## src/rtl/div_pkg.sv

```systemverilog
// Shared types and constants for the iterative divider.
package div_pkg;

  typedef enum logic [1:0] {
    DIV_S = 2'b00,
    DIV_U = 2'b01,
    REM_S = 2'b10,
    REM_U = 2'b11
  } div_op_t;

  typedef enum logic [1:0] {
    IDLE,
    RUN,
    DONE
  } div_state_t;

  localparam int unsigned DIV_STEPS = 32;

endpackage

```

## src/rtl/div_step.sv

```systemverilog
// One restoring-division step: shift {rem, quo} left, trial-subtract the divisor.
module div_step #(
  parameter int unsigned WIDTH = 32
) (
  input  logic [WIDTH-1:0] rem,
  input  logic [WIDTH-1:0] quo,
  input  logic [WIDTH-1:0] divisor,
  output logic [WIDTH-1:0] rem_next,
  output logic [WIDTH-1:0] quo_next
);

  logic [WIDTH:0] shifted;
  logic [WIDTH:0] trial;
  logic           fits;

  always_comb begin
    shifted  = {rem, quo[WIDTH-1]};
    trial    = shifted - {1'b0, divisor};
    // A set carry-out bit means shifted >= 2^WIDTH > divisor, so the subtraction always fits.
    fits     = shifted[WIDTH] | ~trial[WIDTH];
    quo_next = {quo[WIDTH-2:0], fits};
    rem_next = fits ? trial[WIDTH-1:0] : shifted[WIDTH-1:0];
  end

endmodule

```

## src/rtl/div_unit.sv

```systemverilog
// Iterative 32-bit DIV/DIVU/REM/REMU unit with start/busy/done handshake.
module div_unit
  import div_pkg::*;
#(
  parameter int unsigned WIDTH = 32
) (
  input  logic             clk,
  input  logic             reset,
  input  logic             StartE,
  input  logic [1:0]       DivOpE,
  input  logic [WIDTH-1:0] Op1E,
  input  logic [WIDTH-1:0] Op2E,
  input  logic             FlushE,
  output logic             BusyE,
  output logic             DoneE,
  output logic [WIDTH-1:0] DivResultE
);

  localparam logic [WIDTH-1:0] MIN_NEG = {1'b1, {(WIDTH-1){1'b0}}};

  div_state_t       state, state_n;
  div_op_t          op_e;
  logic [4:0]       cnt;
  logic [WIDTH-1:0] rem_q, quo_q, dvs_q;
  logic [WIDTH-1:0] rem_n, quo_n;
  logic             sel_rem_q, neg_q;
  logic             signed_op, accept, special, last;
  logic [WIDTH-1:0] mag1, mag2, special_res, final_val, result_n;

  div_step #(.WIDTH(WIDTH)) u_step (
    .rem      (rem_q),
    .quo      (quo_q),
    .divisor  (dvs_q),
    .rem_next (rem_n),
    .quo_next (quo_n)
  );

  always_comb begin
    op_e      = div_op_t'(DivOpE);
    signed_op = (op_e == DIV_S) || (op_e == REM_S);
    mag1      = (signed_op && Op1E[WIDTH-1]) ? -Op1E : Op1E;
    mag2      = (signed_op && Op2E[WIDTH-1]) ? -Op2E : Op2E;
    special   = (Op2E == '0) || (signed_op && (Op1E == MIN_NEG) && (Op2E == '1));
    if (Op2E == '0) begin
      special_res = DivOpE[1] ? Op1E : '1;
    end else begin
      special_res = DivOpE[1] ? '0 : MIN_NEG;
    end
    accept    = (state != RUN) && StartE && !FlushE;
    last      = (state == RUN) && (cnt == '0) && !FlushE;
    final_val = sel_rem_q ? rem_n : quo_n;
    result_n  = neg_q ? -final_val : final_val;
  end

  always_ff @(posedge clk) begin
    if (reset) begin
      state <= IDLE;
    end else begin
      state <= state_n;
    end
  end

  always_comb begin
    state_n = state;
    BusyE   = (state == RUN);
    DoneE   = (state == DONE);
    if (FlushE) begin
      state_n = IDLE;
    end else begin
      case (state)
        IDLE, DONE: begin
          if (StartE) begin
            state_n = special ? DONE : RUN;
          end else begin
            state_n = IDLE;
          end
        end
        RUN: begin
          if (cnt == '0) begin
            state_n = DONE;
          end
        end
        default: state_n = IDLE;
      endcase
    end
  end

  always_ff @(posedge clk) begin
    if (reset) begin
      cnt        <= '0;
      rem_q      <= '0;
      quo_q      <= '0;
      dvs_q      <= '0;
      sel_rem_q  <= 1'b0;
      neg_q      <= 1'b0;
      DivResultE <= '0;
    end else if (accept) begin
      if (special) begin
        DivResultE <= special_res;
      end else begin
        rem_q     <= '0;
        quo_q     <= mag1;
        dvs_q     <= mag2;
        cnt       <= 5'(DIV_STEPS - 1);
        sel_rem_q <= DivOpE[1];
        neg_q     <= signed_op && (DivOpE[1] ? Op1E[WIDTH-1] : (Op1E[WIDTH-1] ^ Op2E[WIDTH-1]));
      end
    end else if ((state == RUN) && !FlushE) begin
      rem_q <= rem_n;
      quo_q <= quo_n;
      cnt   <= cnt - 5'd1;
      if (last) begin
        DivResultE <= result_n;
      end
    end
  end

endmodule

```

## config.mk

```make
export PLATFORM = sky130hd
export DESIGN_NAME = div_unit
export DESIGN_NICKNAME = d
export VERILOG_FILES = /design/src/rtl/div_pkg.sv /design/src/rtl/div_step.sv /design/src/rtl/div_unit.sv
export SDC_FILE = /design/constraint.sdc
export NUM_CORES = 1
export LEC_CHECK = 0
export CAP_MARGIN = 20
export CORE_ASPECT_RATIO = 0.75
export CORE_MARGIN = 1.5
export CORE_UTILIZATION = 41
export CTS_BUF_LIST = sky130_fd_sc_hd__clkbuf_8
export DETAILED_ROUTE_END_ITERATION = 10
export HOLD_SLACK_MARGIN = 0.02
export PLACE_DENSITY = 0.63
export RECOVER_POWER = 100
export SLEW_MARGIN = 20
export SYNTH_ARGS = -nofsm -noshare
export SYNTH_HDL_FRONTEND = slang
export SYNTH_SLANG_ARGS = --single-unit
```

## constraint.sdc

```tcl
create_clock -name clk -period 4.75 [get_ports clk]
set_clock_uncertainty 0.1 [all_clocks]
set_input_delay 1.425 -clock clk [delete_from_list [all_inputs] [get_ports clk]]
set_output_delay 1.425 -clock clk [all_outputs]
set_load 0.02 [all_outputs]
```

==> results of run 1 <==
==> cells in the final DEF, fill, tap and decap left out, types with 16 or more instances in the layout <==
cell type	Yosys	layout
mux2i_1	17	17
nor4_1	16	16
inv_1	62	63
dlygate4sd3_1	0	35
buf_4	0	105
ha_1	38	38
clkbuf_8	0	18
xor2_1	39	39
xnor2_1	50	50
o211ai_1	17	17
or3_1	16	16
o21ai_0	73	73
a211oi_1	45	45
dfxtp_1	137	136
a22oi_1	32	32
o31ai_1	24	24
nor3_1	45	45
a31oi_1	38	38
a21oi_1	144	144
nand4_1	23	23
nor2_1	174	171
nand3_1	47	47
clkdlybuf4s50_1	0	67
nand2_1	154	154
==> critical path, stage by stage <==
cell and delay (ns):
dlygate4sd3_1 0.56, clkbuf_1 0.13, inv_1 0.08, ha_1 0.15
nor3b_1 0.24, nand3_1 0.15, or3_1 0.37, nor3_1 0.15
clkbuf_1 0.22, clkbuf_2 0.21, and3_1 0.39, clkbuf_2 0.29
o21ai_0 0.14, a311oi_1 0.32
==> registers in the layout (all words and copies together) (netlist names) <==
register / flops
dvs_q: 32
sel_rem_q: 1
state: 2
neg_q: 1
rem_q: 32
quo_q: 32
DivResultE: 32
cnt: 5
==> kinds of logic (layout without fill, tap and decap cells) <==
kind of cell             Yosys count  after routing  synth area share
multiplexers                      19             19           0.01759
AND/OR/NAND/NOR                  562            562            0.2425
AO/OA/AOI/OAI                    500            500            0.3108
flip-flops                       137            137            0.2504
adder cells (fa/ha/maj)           39             39           0.04524
XOR/XNOR                          89             89           0.07117
buffers and inverters            169            322           0.06226
==> final cells by class <==
cell class / instances / area, um^2 / area share
Clock buffer: 18 / 247.7 / 0.01852
Clock inverter: 14 / 203.9 / 0.01524
Inverter: 63 / 236.5 / 0.01767
Multi-Input combinational cell: 1209 / 7574 / 0.5660
Sequential cell: 137 / 2744 / 0.2051
Tap cell: 344 / 430.4 / 0.03217
Timing Repair Buffer: 227 / 1944 / 0.1453
==> through the flow <==
stage	std cells	power [mW]
final	2012	3.301
after global routing	2012	3.450
after global placement	1980	2.160
after CTS	2012	3.304
after floorplan	1515	1.817
after detailed placement	1980	2.170
==> worst min-delay path by stage <==
stage | from | endpoint | slack (ns) | cells after the start
after floorplan | dvs_q[0] | dvs_q[0] | 0.34 | 2
after global placement | quo_q[13] | quo_q[14] | 0.35 | 2
after detailed placement | quo_q[13] | quo_q[14] | 0.35 | 2
after CTS | quo_q[13] | quo_q[14] | 0.37 | 2
after global routing | quo_q[13] | quo_q[14] | 0.38 | 2
final | quo_q[13] | quo_q[14] | 0.37 | 2
==> power groups by stage <==
stage / combinational, mW / sequential, mW / clock, mW
floorplan: 0.567 / 1.25 / 0
global placement: 0.907 / 1.25 / 0
detailed placement: 0.916 / 1.25 / 0
CTS: 0.922 / 1.23 / 1.15
global route: 1.01 / 1.23 / 1.20
finish: 0.932 / 1.23 / 1.14
==> per-layer routing <==
layer,global-route usage,vias up,share of wire
li1,-,5837,-
met1,0.3825,5781,0.47
met2,0.4203,420,0.44
met3,0.04926,48,0.075
met4,0.06414,0,0.017
met5,0,-,0
==> results.toml, run 1 <==
[sta]
grt_setup_unrepaired = "no"
period_share = 0.9642
layout_min_cycle_time_ns = 4.580
hold_violations = 0
max_freq_mhz = 218.3
fin_ws_ns = 0.1700
worst_pin_slew_ns = 1.082
hold_ws_ns = 0.3669
final-setup-viol-count = 0
finalMaxSlewViolations = 0
max_slew_margin = 0.2685
tns_ns = 0

[yosys]
synth_common_cells = "nor2_1 (174), nand2_1 (154), a21oi_1 (144)"
synth_edf_count = 0
yosysTopAreaCell = "dfxtp_1"
ys_types = 92
ys_async_sr_fraction = 0
synth_area_um2 = 10950
synth_ff_type = "dfxtp_1"
yosysMostFrequentCell = "nor2_1"
ys_seq_area_frac = 0.2504
avgSynthCellArea_um2 = 7.230
synthCells = 1515
synth_area_leaders = "dfxtp_1 (25%), a21oi_1 (6.6%), nor2_1 (6.0%)"
yosys_warnings = 0
yosysTopAreaCellShare = 0.2504
ys_seq_elements = 137
synth_nets = 1624

[global_route]
antenna_found_initial = 0
grt_max_degree = 84
grt_pass1_vias = 11150
grt_pass1_wl_mm = 59.01
grt_usage = 0.2697
grt.overflow.total = 0

[worst_setup_path]
crit_end = "DivResultE[4]"
cp_max_fo = 9
crit_start = "Op2E[1]"
worstSetupEndpointType = "register"
required_ns = 5.02
criticalPathCategory = "primary input to register"
start_kind = "primary input"
r2r-start = "quo_q[31]"
r2r-end = "DivResultE[26]"
reg2reg_depth = 16
critical_path_arrival_ns = 4.85
reg2reg_slack_ns = 0.22

[layout]
antenna_cells = 0
fin_util = 0.5127
drive_gt1_frac = 0.1139
num-fill-cells = 2546
postLayoutCellArea_um2 = 13380
area_growth_pct = 22.16
nets = 1764

[die]
core_um2 = 26100
die_y_um = 144.6
die-area_um2 = 27710
start_util = 0.4197
die_w_um = 191.7
rows = 51
pin_count = 104

[detailed_routing]
drt-vias-per-instance = 6.007
first_iter_violations = 1179
remaining_drc_errors = 0
ant_nets = 0
vias = 12090
firstDrtPassIters = 7
wl_per_cell_um = 18.40
wirelength_mm = 37.02

[status]
status = "finished, final reports clean"

[power]
p_leak_nw = 5.129
p_int_mw = 2.211
ir_drop_v = 0.0001772
switching_power_mw = 1.090
p_per_area_nw_per_um2 = 246.7
comb_power_share = 0.282
power_frac_clock = 0.346
sw_frac_of_total = 0.3301
seqPwrFrac = 0.372

[placed_design]
place_ws_ns = -0.04043
dp_hpwl_mm = 28.60
dpl_cell_area_um2 = 12980
gp_congestion = 0.9114
io_buffers = 103

[clock_tree]
cts_buffers = 17
clkLatencyLatePin_ns = 0.48
ctsRootBufferMaster = "clkbuf_8"
cts_sinks = 137
hold_buffers = 0
post_cts_buffers = 0
htreeDepth = 4
path_clk_slew_ns = 0.08
cts_resized = 0
max-clock-path-buffers = 2
cts_tree = "done"

[min_path]
hold_path_class = "register to register"

[flow_run]
maxCapViolations = 0
No activity file was read; power rests on OpenSTA's default activity.
==> run 2: changes to the inputs <==
- CAP_MARGIN: 20 -> unset
- HOLD_SLACK_MARGIN: 0.02 -> 0.08
- PLACE_DENSITY: 0.63 -> unset
==> run 2 against run 1 <==
Sequential cell count unchanged. Total power up 4.6%. Fmax up 0.81%. Clock power grew 14%. Worst setup slack gained 0.037 ns. First-iteration DRC count fell by 13%. Hold slack improved by 0.0071 ns. Highest routed layer unchanged. Utilization increased by 0.16 points. Critical path depth grew 1. Final cell count is 0.40% lower. Largest power group is now clock.
==> results.toml, run 2 (synthesized netlist as in run 1, its figures left out) <==
[status]
status = "finished, final reports clean"

[flow_run]
maxCapViolations = 0

[clock_tree]
ctsRootBufferMaster = "clkbuf_8"
cts_sinks = 137
hold_buffers = 0
htreeDepth = 4
cts_buffers = 17
path_clk_slew_ns = 0.09
cts_tree = "done"
clkLatencyLatePin_ns = 0.48
max-clock-path-buffers = 2

[sta]
grt_setup_unrepaired = "no"
period_share = 0.9565
layout_min_cycle_time_ns = 4.543
hold_violations = 0
max_freq_mhz = 220.1
worst_pin_slew_ns = 1.021
max_slew_margin = 0.3188
finalMaxSlewViolations = 0
final-setup-viol-count = 0

[placed_design]
dpl_cell_area_um2 = 12920
dp_hpwl_mm = 28.77
io_buffers = 103
gp_congestion = 0.9266

[detailed_routing]
wl_per_cell_um = 18.78
wirelength_mm = 37.64
remaining_drc_errors = 0
firstDrtPassIters = 6
first_iter_violations = 1025
drt-vias-per-instance = 5.953
vias = 11930
ant_nets = 0

[worst_setup_path]
critical_path_arrival_ns = 4.85
crit_slowest_cell = "or4_1"
required_ns = 5.06
path_cells = "inv_1 -> ha_1 -> fa_1 -> nor2b_2 -> o311a_4 -> o21ai_4 -> a21bo_2 -> buf_6 -> a22oi_2 -> o31ai_2 -> a2111oi_4 -> nand4_1 -> or2_1 -> or4_1 -> a31oi_1"
criticalPathCategory = "register to register"
cp_max_fo = 14
start_kind = "register"
worstSetupEndpointType = "register"
cpPeakStageDelay_ns = 0.51

[power]
p_int_mw = 2.359
ir_drop_v = 0.0001869
sw_frac_of_total = 0.3165
switching_power_mw = 1.092
power_frac_clock = 0.376
p_per_area_nw_per_um2 = 257.1
seqPwrFrac = 0.355
comb_power_share = 0.269
p_leak_nw = 5.146

[global_route]
antenna_found_initial = 0
grt_pass1_wl_mm = 59.92
grt.overflow.total = 0
grt_max_degree = 77
grt_usage = 0.2750
grt_pass1_vias = 11110

[layout]
fin_util = 0.5143
final_common_cell = "nor2_1"
area_growth_pct = 22.54
nets = 1756
postLayoutCellArea_um2 = 13420
antenna_cells = 0
drive_gt1_frac = 0.1151
final_cell_mix = "nor2_1 (171), nand2_1 (154), a21oi_1 (144)"

[die]
die-area_um2 = 27710
core_um2 = 26100
start_util = 0.4197
die_y_um = 144.6
die_w_um = 191.7
rows = 51
pin_count = 104

[min_path]
hold_path_class = "register to register"
-- run 2: worst paths after layout --
check / from / to / slack [ns] / depth (start not counted)
hold reg to reg: quo_q[13] / quo_q[13] / 0.37 / 2
hold / removal: quo_q[13] / quo_q[13] / 0.37 / 2
setup reg to reg: quo_q[31] / DivResultE[22] / 0.21 / 15
setup / recovery: quo_q[31] / DivResultE[22] / 0.21 / 15
-- run 2: power groups by stage --
stage               Clock, mW  Combinational, mW  Sequential (mW)
finish                   1.30              0.929             1.23
global route             1.35               1.01             1.23
CTS                      1.31              0.920             1.23
detailed placement          0              0.914             1.25
global placement            0              0.908             1.25
floorplan                   0              0.567             1.25
-- run 2: layout make-up --
type | count | area (um^2)
fill | 2555 | 12680
timing repair buffer | 219 | 1904
inverter | 63 | 236.5
tap | 344 | 430.4
clock buffer | 21 | 289.0
multi-input combinational | 1209 | 7579
clock inverter | 11 | 239.0
sequential | 137 | 2744
-- run 2: per-stage QoR --
stage,power [mW],TNS (ns),std cells,hold WS [ns],setup slack [ns]
final,3.451,0,2004,0.3739,0.2066
after global routing,3.599,0,2004,0.3928,0.01656
after CTS,3.459,0,2004,0.3751,0.1007
after detailed placement,2.167,-0.1142,1972,0.3622,-0.03294
after global placement,2.161,0,1972,0.3543,0.02052
after floorplan,1.817,0,1515,0.3400,0.4333
-- run 2: timing repair --
action	CTS	global route
endpoints found under the setup margin	0	10
gates resized for setup	0	3
buffers inserted	0	0
-- run 2: layer usage --
metal  wire length [um]  vias to the layer above  GRT usage  part of all wire
li1                   -                     5824          -                 -
met1              18110                     5619     0.4005              0.48
met2              16170                      437     0.4182              0.43
met3               2639                       50    0.03907             0.070
met4                710                        0    0.07771             0.019
met5                  0                        -          0                 0
-- run 2: worst max-delay path: cells and delay by family, from the launching register on --
kind / cells / cell delay, ns
buf+inv: 2 / 0.27
flops: 1 / 0.40
compound gates: 7 / 1.59
simple gates: 4 / 1.44
fa+ha+maj: 2 / 0.65
